===== src/rtl/decode_stage_buf.sv =====
// Decode stage between fetch and execute: classifies 32-bit MIPS-style instructions, flags load-use
// hazards and buffers decoded entries in a DEPTH-deep FIFO. Optional illegal-op trap: DECODE_TRAP_EN.
module decode_stage_buf #(
    parameter int DATA_W = 32,
    parameter int REG_AW = 5,
    parameter int DEPTH  = 2
) (
    input  logic              clk,
    input  logic              rst,
    input  logic              in_valid,
    output logic              in_ready,
    input  logic [31:0]       in_instr,
    output logic              out_valid,
    input  logic              out_ready,
    output logic [3:0]        out_class,
    output logic [REG_AW-1:0] out_rs,
    output logic [REG_AW-1:0] out_rt,
    output logic [REG_AW-1:0] out_wr_reg,
    output logic              out_wr_en,
    output logic [DATA_W-1:0] out_imm,
    output logic [5:0]        out_funct,
`ifdef DECODE_TRAP_EN
    output logic              illegal_trap,
`endif
    output logic              out_load_use
);

    localparam int PW = (DEPTH > 1) ? $clog2(DEPTH) : 1;
    localparam int CW = $clog2(DEPTH + 1);
    localparam logic [CW-1:0] DEPTH_C = CW'(DEPTH);

    localparam logic [3:0] CLS_RALU = 4'b0000;
    localparam logic [3:0] CLS_ADDI = 4'b0001;
    localparam logic [3:0] CLS_LW   = 4'b0011;
    localparam logic [3:0] CLS_SW   = 4'b0100;
    localparam logic [3:0] CLS_BR   = 4'b0101;
    localparam logic [3:0] CLS_J    = 4'b0110;
    localparam logic [3:0] CLS_ILL  = 4'b1111;

    typedef struct packed {
        logic [3:0]        cls;
        logic [REG_AW-1:0] rs;
        logic [REG_AW-1:0] rt;
        logic [REG_AW-1:0] wr_reg;
        logic              wr_en;
        logic [DATA_W-1:0] imm;
        logic [5:0]        funct;
        logic              load_use;
    } entry_t;

    entry_t            slots_r [DEPTH];
    entry_t            dec_s;
    logic [PW-1:0]     wr_ptr_r;
    logic [PW-1:0]     rd_ptr_r;
    logic [CW-1:0]     count_r;
    logic              last_ld_v_r;
    logic [REG_AW-1:0] last_ld_reg_r;
    logic              trap_r;
    logic              push_s;
    logic              pop_s;
    logic              uses_rt_s;
    logic [REG_AW-1:0] rd_s;
    logic              unused_shamt;

    assign unused_shamt = ^in_instr[10:6];

`ifdef DECODE_TRAP_EN
    assign in_ready     = (count_r < DEPTH_C) && !trap_r;
    assign illegal_trap = trap_r;
`else
    assign in_ready     = (count_r < DEPTH_C);
`endif
    assign out_valid = (count_r != {CW{1'b0}});
    assign push_s    = in_valid && in_ready;
    assign pop_s     = out_valid && out_ready;
    assign rd_s      = REG_AW'(in_instr[15:11]);

    // Decode the incoming word into a buffer entry, including hazard check against the last load
    always_comb begin
        dec_s        = '0;
        dec_s.rs     = REG_AW'(in_instr[25:21]);
        dec_s.rt     = REG_AW'(in_instr[20:16]);
        dec_s.imm    = {{(DATA_W-16){in_instr[15]}}, in_instr[15:0]};
        dec_s.funct  = in_instr[5:0];
        case (in_instr[31:26])
            6'b000000: begin dec_s.cls = CLS_RALU; dec_s.wr_reg = rd_s;     end
            6'b001000: begin dec_s.cls = CLS_ADDI; dec_s.wr_reg = dec_s.rt; end
            6'b100011: begin dec_s.cls = CLS_LW;   dec_s.wr_reg = dec_s.rt; end
            6'b101011: begin dec_s.cls = CLS_SW;   dec_s.wr_reg = '0;       end
            6'b000100,
            6'b000101: begin dec_s.cls = CLS_BR;   dec_s.wr_reg = '0;       end
            6'b000010: begin dec_s.cls = CLS_J;    dec_s.wr_reg = '0;       end
            default:   begin dec_s.cls = CLS_ILL;  dec_s.wr_reg = '0;       end
        endcase
        dec_s.wr_en = (dec_s.wr_reg != {REG_AW{1'b0}});
        uses_rt_s   = (dec_s.cls == CLS_RALU) || (dec_s.cls == CLS_SW) || (dec_s.cls == CLS_BR);
        if (last_ld_v_r && (dec_s.cls != CLS_J)) begin
            dec_s.load_use = (dec_s.rs == last_ld_reg_r) ||
                             (uses_rt_s && (dec_s.rt == last_ld_reg_r));
        end else begin
            dec_s.load_use = 1'b0;
        end
    end

    // FIFO storage, pointers, occupancy, load tracking and trap state
    always_ff @(posedge clk) begin
        if (rst) begin
            for (int i = 0; i < DEPTH; i++) begin
                slots_r[i] <= '0;
            end
            wr_ptr_r      <= '0;
            rd_ptr_r      <= '0;
            count_r       <= '0;
            last_ld_v_r   <= 1'b0;
            last_ld_reg_r <= '0;
            trap_r        <= 1'b0;
        end else begin
            if (push_s) begin
                slots_r[wr_ptr_r] <= dec_s;
                wr_ptr_r          <= wr_ptr_r + PW'(1);
                last_ld_v_r       <= (dec_s.cls == CLS_LW) && dec_s.wr_en;
                last_ld_reg_r     <= dec_s.wr_reg;
                trap_r            <= trap_r || (dec_s.cls == CLS_ILL);
            end else begin
                trap_r            <= trap_r;
            end
            if (pop_s) begin
                rd_ptr_r <= rd_ptr_r + PW'(1);
            end else begin
                rd_ptr_r <= rd_ptr_r;
            end
            case ({push_s, pop_s})
                2'b10:   count_r <= count_r + CW'(1);
                2'b01:   count_r <= count_r - CW'(1);
                default: count_r <= count_r;
            endcase
        end
    end

    // Head-slot view; stale contents when empty
    assign out_class    = slots_r[rd_ptr_r].cls;
    assign out_rs       = slots_r[rd_ptr_r].rs;
    assign out_rt       = slots_r[rd_ptr_r].rt;
    assign out_wr_reg   = slots_r[rd_ptr_r].wr_reg;
    assign out_wr_en    = slots_r[rd_ptr_r].wr_en;
    assign out_imm      = slots_r[rd_ptr_r].imm;
    assign out_funct    = slots_r[rd_ptr_r].funct;
    assign out_load_use = slots_r[rd_ptr_r].load_use;

endmodule

===== config.mk =====
export PLATFORM = sky130hd
export DESIGN_NAME = decode_stage_buf
export DESIGN_NICKNAME = d
export VERILOG_FILES = /design/src/rtl/decode_stage_buf.sv
export SDC_FILE = /design/constraint.sdc
export NUM_CORES = 1
export LEC_CHECK = 0
export ABC_AREA = 1
export CAP_MARGIN = 20
export CORE_MARGIN = 3
export CORE_UTILIZATION = 35
export DETAILED_ROUTE_END_ITERATION = 16
export PLACE_DENSITY = 0.71
export SYNTH_ARGS = -nofsm -noshare
export SYNTH_HDL_FRONTEND = slang
export SYNTH_SLANG_ARGS = --single-unit
export TNS_END_PERCENT = 1

===== constraint.sdc =====
create_clock -name clk -period 3.7 [get_ports clk]
set_input_delay 0.37 -clock clk [delete_from_list [all_inputs] [get_ports clk]]
set_output_delay 0.37 -clock clk [all_outputs]
set_load 0.01 [all_outputs]

==> results of run 1 <==
cell type report:
type	count	area share (%)
flip-flops and latches	85	45.7
clock inverters	6	1.19
inverters	54	3.79
clock buffers	10	4.29
repair buffers	99	18.4
multi-input cells	211	23.3
well taps	140	3.28
report_power, final:
group	internal, mW	switching, mW
sequential	1.17	0.0612
combinational	0.420	0.346
clock	0.521	0.352
layout by cell type (no fill, tap or decap), types with 6 or more instances in the layout:
| cell | count |
|---|---|
| clkdlybuf4s50_1 | 96 |
| nor2_1 | 82 |
| edfxtp_1 | 74 |
| inv_1 | 51 |
| a21oi_1 | 9 |
| nor2_2 | 6 |
| dfxtp_1 | 10 |
| nand2_1 | 36 |
| mux2_2 | 37 |
| o21ai_0 | 8 |
| clkbuf_16 | 9 |
flip-flops by register name, indices dropped and copies added, names as in the netlist, named ones only:
register and flops:
count_r 2, last_ld_v_r 1, last_ld_reg_r 5, wr_ptr_r 1, rd_ptr_r 1, slots_r 74
worst max-delay path by stage:
stage,to,slack [ps],start,depth (start not counted)
6_report,out_funct[5],1070,flop,3
5_1_grt,out_funct[5],940,flop,3
4_1_cts,out_funct[5],1010,flop,3
3_5_place_dp,slots_r[1][45],1230,in_valid,5
3_3_place_gp,slots_r[1][8],1270,in_valid,5
2_1_floorplan,slots_r[0][0],1450,count_r[1],8
logic make-up after synthesis:
kind of cell / after synthesis / share of synthesized area, %
buffers and inverters: 89 / 10.6
multiplexers: 37 / 10.1
flip-flops: 85 / 59.4
adder cells (fa/ha/maj): 1 / 0.304
AO/OA/AOI/OAI: 25 / 3.53
AND/OR/NAND/NOR: 143 / 15.0
XOR/XNOR: 5 / 1.06
synthesized netlist by cell type:
master,count,area share (%)
a21oi_1,9,1.1
a21oi_2,2,0.43
a22oi_1,1,0.18
buf_2,11,1.3
buf_4,22,4.0
buf_6,1,0.27
clkbuf_1,1,0.091
dfxtp_1,11,5.4
edfxtp_1,74,54
ha_1,1,0.30
inv_1,51,4.7
inv_2,3,0.27
mux2_2,37,10
nand2_1,38,3.5
nand2_2,3,0.46
nand2_4,1,0.27
nand3_1,4,0.49
nand3_2,4,0.97
nand3b_2,1,0.27
nand4_1,1,0.15
nor2_1,82,7.5
nor2_2,6,0.91
nor3_1,2,0.24
nor3_2,1,0.24
o211ai_1,3,0.55
o21ai_0,8,0.97
o22ai_1,2,0.30
xnor2_1,2,0.43
xor2_1,3,0.64
metal layers:
layer  track usage [%]  up-vias
met5                 0        -
met4              6.81        0
met3              3.44       13
met2              22.8      109
met1              16.3     1349
li1                  -     1384
critical path, delay by kind of cell (launching register included):
| family | cells | cell delay (ps) |
|---|---|---|
| buffers and inverters | 2 | 820 |
| flip-flops | 1 | 720 |
| multiplexers | 1 | 370 |
==> run metrics, run 1 <==
run status=finished clean; Cell variety after synth=29; clock tree buffer depth=2; GPL Wtd Cong=a little under 0.9; port bufs=96; Initial Util=between 30% and 40%; layout cells sized above 1=around 17%; Detailed Routing Iterations Pass 1=5; CTS Hold Bufs=0; R2R Path End=slots_r[1][49]; die area=between 0.01 and 0.015 mm^2; CP cell instances=buf_4 -> mux2_2 -> clkdlybuf4s50_1; chip width=114 um; worst setup margin=~1100 ps; postcts setup bufs=0; # diodes=0; Final setup viols=0; global-route wire length before repair=roughly 14000 um; Finished Layout Cells=between 600 and 700; post-route setup TNS=0 ps; vias per cell=4.72; RSZ-0062 raised after global routing=false; Slew @ Worst Pin=between 900 and 1000 ps; Hold Vio Cnt, Final=0; routed length per placed instance=roughly 14 um; final worst path period need=~2600 ps; FF+latch count, synth=85; Hold Crit Start=rd_ptr_r; worst flop-to-flop path startpoint=count_r[1]; Die Span Y=between 100 and 150 um; peak supply drop=roughly 0.00027 V; initial antenna violation count=0; Power Dens Cells=536 mW/mm^2; design area=0.00534 mm^2; CTS Buf Count=9; Final Skew=4.58 ps; maxcap violations=0; GR Util All Layers=a little over an eighth; H-tree levels=3; post-cts repair resize count=0; final WL=between 8000 and 9000 um; Worst Hold Depth=1; Clock Latency Late Sink=roughly 330 ps; Post-DP HPWL=a little over 6000 um; core box area=~0.011 mm^2; startpoint type of the worst setup path=flop; wire length on met1=3540 um; period utilization=71.0%; storage element area=between 0.002 and 0.0025 mm^2; largest net degree at the start of global routing=39; num ports=97; Slew Limit Fails=0; CTS tree=done; Overflow after GRT=0; Final #Nets=between 400 and 500; arrival time at the worst endpoint=between 2000 and 2500 ps; syn avg cell area=10.7 um^2; Multi-input gate area=0.00124 mm^2; post-synthesis instance total=just under 400; CP max stage cell=dfxtp_2; vias in the first global route=2844; Largest stage delay, worst path=around 700 ps; Met3 Routed Length=~700 um; Util after Layout=47.8%; placed inst area=between 0.005 and 0.006 mm^2; placed insts=approximately 590; Final ANT Viol Nets=0; crit path capture type=primary output; pre-CTS setup slack=1230 ps; Crit Path Max Fanout=25; Hold Path Class=reg -> reg; syn nets=between 400 and 500; CP Data Required Time=between 3000 and 4000 ps; Relative slew margins=between 30% and 40%; Via Count=2855; Max Clk Rate=between 300 and 400 MHz; 1st-iter DRT viols=slightly above 200; synth-to-layout area growth=29.8%; FF-to-FF path depth=5; highest metal used=met4; Clock Sink Count=85; wire length on met2=between 4000 and 5000 um; Tot Pwr=~2.9 mW; CP Class=reg -> out; WHS=454 ps; Reg clk slew, reported paths=about 60 ps; row count=38; Clk Tree Root Cell=clkbuf_16; YS warnings=0; sequential fraction of the synthesis area=around three fifths; Post-Syn Area=~0.0041 mm^2; R2R Setup Slk=1680 ps; residual DRC count=0; leakage power=2.20 nW; Fillers=between 1000 and 1500
Note: power is estimated with default switching activity, not from simulation.
==> inputs of run 2 (changes only) <==
==> constraint.sdc (replaced) <==
create_clock -name clk -period 2.6 [get_ports clk]
set_input_delay 0.26 -clock clk [delete_from_list [all_inputs] [get_ports clk]]
set_output_delay 0.26 -clock clk [all_outputs]
set_load 0.01 [all_outputs]
==> run 2 against run 1 <==
  * Wire length is 2.4% higher
  * Critical endpoint is now out_imm[5]
  * Hold slack better by 2.2 ps
  * Sequential share of layout area down 0.42 points
  * Utilization is 0.45 points higher
  * Final area increased by 0.94%
  * Worst setup slack worse by 740 ps
  * Final cell count increased by 0.83%
  * Combinational power increased by 48%
  * Count of clock-buffer cells in the layout grew 1
  * Register-to-register slack worse by 810 ps
  * Non-clock buffer count grew 5
  * Via count decreased by 1.4%
==> run metrics, run 2 (synthesized netlist as in run 1, its figures left out) <==
run status=finished clean; die area=0.0131 mm^2 (unchanged); period utilization=87.1%; CP Class=reg -> out; largest net degree at the start of global routing=38 (-2.6%); Top Registers=slots_r (74), last_ld_reg_r (5), count_r (2); max reg flops=74 (unchanged); Clk Tree Root Cell=clkbuf_16; Via Count=2816 (-1.4%); Hold Vio Cnt, Final=0 (unchanged); 1st-iter DRT viols=86 (-58%); clock tree buffer depth=2 (unchanged); Initial Util=36.8% (unchanged); CTS Hold Bufs=0 (unchanged); RSZ-0062 raised after global routing=false; initial antenna violation count=0 (unchanged); vias in the first global route=2898 (+1.9%); commonest cells after routing, fill and taps aside=clkdlybuf4s50_1 (96), nor2_1 (82), edfxtp_1 (74); final WL=8810 um (+2.4%); Clock Latency Late Sink=330 ps (about the same); final worst path period need=roughly 2300 ps; most common cell after layout, fill and taps aside=clkdlybuf4s50_1; peak supply drop=0.000403 V (+50%); GR Util All Layers=14.0% (+0.33 points); Max Clk Rate=about 440 MHz; postcts setup bufs=0 (unchanged); CTS Buf Count=9 (unchanged); pre-CTS setup slack=490 ps (-742 ps); Relative slew margins=68.0% (+31 points); Final ANT Viol Nets=0 (unchanged); CP max stage cell=dfxtp_2; leakage power=2.22 nW (+1.3%); Detailed Routing Iterations Pass 1=6 (+1); GPL Wtd Cong=0.874 (+0.42%); chip width=114 um (unchanged); Final setup viols=0 (unchanged); Hold Path Class=reg -> reg; CP cell instances=buf_4 -> mux2_2 -> clkdlybuf4s50_1; num ports=97 (unchanged); CP Data Required Time=2340 ps (-990 ps); residual DRC count=0 (unchanged); Final #Nets=502 (+1.0%); maxcap violations=0 (unchanged); Biggest register=slots_r; routed length per placed instance=14.4 um (+1.6%); Slew @ Worst Pin=479 ps (-461 ps); Power Dens Cells=763 mW/mm^2 (+42%); Largest stage delay, worst path=570 ps (-150 ps); Clock Sink Count=85 (unchanged); vias per cell=4.62 (-2.2%); Die Span Y=114 um (unchanged); layout cells sized above 1=17.9% (+0.67 points); Slew Limit Fails=0 (unchanged); H-tree levels=3 (unchanged); global-route wire length before repair=14200 um (+3.9%); port bufs=96 (unchanged); Overflow after GRT=0 (unchanged); row count=38 (unchanged); worst setup margin=335 ps (-740 ps); Crit Path Max Fanout=15 (-40%); post-cts repair resize count=0 (unchanged); startpoint type of the worst setup path=flop; Post-DP HPWL=6450 um (+7.0%); synth-to-layout area growth=31.1%; Final Skew=5.49 ps (+0.908 ps); post-route setup TNS=0 ps (unchanged); Reg clk slew, reported paths=60 ps (about the same); core box area=0.0112 mm^2 (unchanged); arrival time at the worst endpoint=2010 ps (-250 ps); # diodes=0 (unchanged); CTS tree=done; crit path capture type=primary output
-- run 2: cell count changes in the layout (fill, tap and decap cells not counted) --
cell and change:
clkbuf_1 +1, buf_12 +1, clkinvlp_4 -1, clkinv_2 -1, inv_6 +1, buf_4 +4
-- run 2: final cells by class --
| type | instances | area [um^2] |
|---|---|---|
| well taps | 140 | 175 |
| repair buffers | 104 | 1030 |
| fillers | 1022 | 5780 |
| clock inverters | 5 | 60.1 |
| clock buffers | 11 | 233 |
| multi-input cells | 211 | 1240 |
| inverters | 54 | 203 |
| flip-flops and latches | 85 | 2440 |
-- run 2: path summary, 6_finish.rpt --
| path | startpoint | cells past startpoint | end | slack, ps |
|---|---|---|---|---|
| setup / recovery | flop | 3 | out_imm[5] | 330 |
| hold / removal | rd_ptr_r | 1 | rd_ptr_r | 460 |
| setup reg to reg | count_r[1] | 6 | slots_r[0][39] | 870 |
| hold reg to reg | rd_ptr_r | 1 | rd_ptr_r | 460 |
-- run 2: layer usage --
layer  track usage (%)  wire, um
met4              5.15       123
met3              2.48       409
met2              24.9      4360
met5                 0         0
met1              16.9      3910
-- run 2: report_power, final --
group | switching (mW) | internal [mW] | leakage (nW)
logic | 0.509 | 0.619 | 1.22
registers | 0.0725 | 1.66 | 0.865
clock network | 0.512 | 0.748 | 0.140
-- run 2: stage by stage --
step	instance area, um^2	hold slack, ps	total power [mW]	instances	util (%)
global route	5390	497	4.30	610	48.3
global placement	5100	438	2.88	594	45.6
floorplan	4110	322	2.40	385	-
CTS	5390	457	4.16	610	48.3
finish	5390	456	4.12	610	48.3
detailed placement	5100	449	2.90	594	45.6
-- run 2: worst max-delay path, delay by kind of cell, from the launching register on --
kind,cells,cell delay [ps]
mux,1,360
flops,1,570
buf+inv,2,740
==> inputs of run 3 (changes only) <==
--- a/config.mk
+++ b/config.mk
@@ -7,10 +7,12 @@
 export LEC_CHECK = 0
 export ABC_AREA = 1
 export CAP_MARGIN = 20
+export CELL_PAD_IN_SITES_DETAIL_PLACEMENT = 1
+export CELL_PAD_IN_SITES_GLOBAL_PLACEMENT = 1
 export CORE_MARGIN = 3
 export CORE_UTILIZATION = 35
 export DETAILED_ROUTE_END_ITERATION = 16
-export PLACE_DENSITY = 0.71
+export PLACE_DENSITY = 0.85
 export SYNTH_ARGS = -nofsm -noshare
 export SYNTH_HDL_FRONTEND = slang
 export SYNTH_SLANG_ARGS = --single-unit
==> run 3 against run 2 <==
  * Count of clock-buffer cells in the layout shrank 1
  * Non-clock buffer count shrank 2
  * Maximum frequency grew 0.86%
  * Largest power group unchanged
  * Combinational power is essentially flat
  * First-iteration DRC count grew 15%
  * Sequential cell count is the same
  * Final cell count shrank 0.33%
  * Critical endpoint is now out_imm[12]
==> run metrics, run 3 (synthesized netlist as in run 1, its figures left out) <==
Clk Tree Root Cell=clkbuf_16; Post-DP HPWL=7130 um (+10%); postcts setup bufs=0 (unchanged); largest net degree at the start of global routing=39 (+2.6%); CP max stage cell=dfxtp_2; port bufs=96 (unchanged); Crit Path Max Fanout=14 (-1); routed length per placed instance=16.3 um (+13%); leakage power=2.23 nW (+0.43%); vias in the first global route=3145 (+8.5%); RSZ-0062 raised after global routing=false; Hold Vio Cnt, Final=0 (unchanged); die area=0.0131 mm^2 (unchanged); CTS Hold Bufs=0 (unchanged); Multi-input gate area=0.00124 mm^2 (unchanged); arrival time at the worst endpoint=1990 ps (-20 ps); Biggest register=slots_r; clock tree buffer depth=2 (unchanged); run status=finished clean; synth-to-layout area growth=31.7%; Tot Pwr=4.19 mW (+1.8%); CP Data Required Time=2340 ps (about the same); CTS tree=done; Power Dens Cells=774 mW/mm^2 (+1.4%); Clock Latency Late Sink=330 ps (about the same); vias per cell=4.80 (+3.9%); startpoint type of the worst setup path=flop; Final #Nets=500 (-0.40%); Slew @ Worst Pin=448 ps (-31.0 ps); post-cts repair resize count=0 (unchanged); residual DRC count=0 (unchanged); R2R Setup Slk=750 ps (-120 ps); Util after Layout=48.5% (+0.22 points); Final Skew=6.75 ps (+1.26 ps); chip width=114 um (unchanged); worst path buffer plus inverter count=2 (unchanged); GPL Wtd Cong=0.811 (-7.3%); most common cell after layout, fill and taps aside=clkdlybuf4s50_1; global-route wire length before repair=15800 um (+11%); CP Class=reg -> out; WHS=459 ps (+2.54 ps); worst setup margin=354 ps (+19.2 ps); Slew Limit Fails=0 (unchanged); H-tree levels=3 (unchanged); maxcap violations=0 (unchanged); R2R Path End=slots_r[1][9]; row count=38 (unchanged); initial antenna violation count=0 (unchanged); peak supply drop=0.000384 V (-4.8%); period utilization=86.4% (-0.74 points); max reg flops=74 (unchanged); crit path capture type=primary output; # diodes=0 (unchanged); cell family with most CP delay=buffers and inverters; CTS Buf Count=9 (unchanged); Fillers=1218 (+19%); Final ANT Viol Nets=0 (unchanged); worst hold path endpoint=rd_ptr_r; pre-CTS setup slack=452 ps (-38.0 ps); Relative slew margins=70.1% (+2.1 points); Die Span Y=114 um (unchanged); Reg clk slew, reported paths=60 ps (about the same); final worst path period need=2250 ps (-19.2 ps); final WL=9910 um (+13%); FF-to-FF path depth=6 (unchanged); commonest cells after routing, fill and taps aside=clkdlybuf4s50_1 (96), nor2_1 (82), edfxtp_1 (74); Worst Hold Depth=1 (unchanged); Via Count=2917 (+3.6%); Top Registers=slots_r (74), last_ld_reg_r (5), count_r (2); GR Util All Layers=15.8% (+1.8 points); Max Clk Rate=445 MHz (+0.86%); CP cell instances=buf_4 -> mux2_2 -> clkdlybuf4s50_1; core box area=0.0112 mm^2 (unchanged); Largest stage delay, worst path=550 ps (-20 ps); Hold Crit Start=rd_ptr_r; num ports=97 (unchanged); Hold Path Class=reg -> reg; Initial Util=36.8% (unchanged); post-route setup TNS=0 ps (unchanged); Overflow after GRT=0 (unchanged); worst flop-to-flop path startpoint=count_r[1]; layout cells sized above 1=17.9% (+0.076 points); 1st-iter DRT viols=99 (+15%); Detailed Routing Iterations Pass 1=4 (-2); storage element area=0.00244 mm^2 (unchanged); Final setup viols=0 (unchanged); Clock Sink Count=85 (unchanged)
run 3: cell types whose count changed in the layout (fill, tap and decap cells not counted):
cell      delta
inv_6        +1
clkbuf_8     +1
buf_12       +2
buf_4        -4
clkbuf_1     -2
run 3: worst register-to-register path: stages (launching register included):
cell and delay [ps]:
dfxtp_1 310, inv_2 80, nand2_1 240, inv_1 270, nand3_2 120, nand2_2 260, buf_12 250
run 3: metal layers:
metal	global-route usage [%]	up-vias	wire [um]
met3	3.70	13	541
met2	29.3	85	5290
met5	0	-	0
met1	17.3	1427	3900
met4	5.86	0	175
li1	-	1392	-
run 3: how the worst max path moves through the flow:
stage	startpoint	endpoint	slack, ps	depth (start not counted)
global route	flop	out_class[2]	260	3
global placement	in_valid	slots_r[1][52]	540	6
CTS	flop	out_imm[12]	300	3
detailed placement	in_valid	slots_r[1][7]	450	6
floorplan	count_r[1]	slots_r[0][0]	350	8
finish	flop	out_imm[12]	350	3
run 3: stage by stage:
step,area (um^2),instances
after floorplan,4110,385
after global placement,5110,592
after detailed placement,5110,592
after CTS,5420,608
after global routing,5420,608
final,5420,608
run 3: area by class of cell:
cell class | instances | share of cell area, %
clock buffers | 10 | 4.41
well taps | 140 | 3.23
clock inverters | 6 | 1.27
repair buffers | 102 | 19.3
flip-flops and latches | 85 | 45.1
multi-input cells | 211 | 23.0
inverters | 54 | 3.74
run 3: power breakdown:
part	internal (mW)	switching, mW	total (mW)
sequential	1.66	0.0762	1.73
clock	0.777	0.530	1.31
combinational	0.624	0.529	1.15
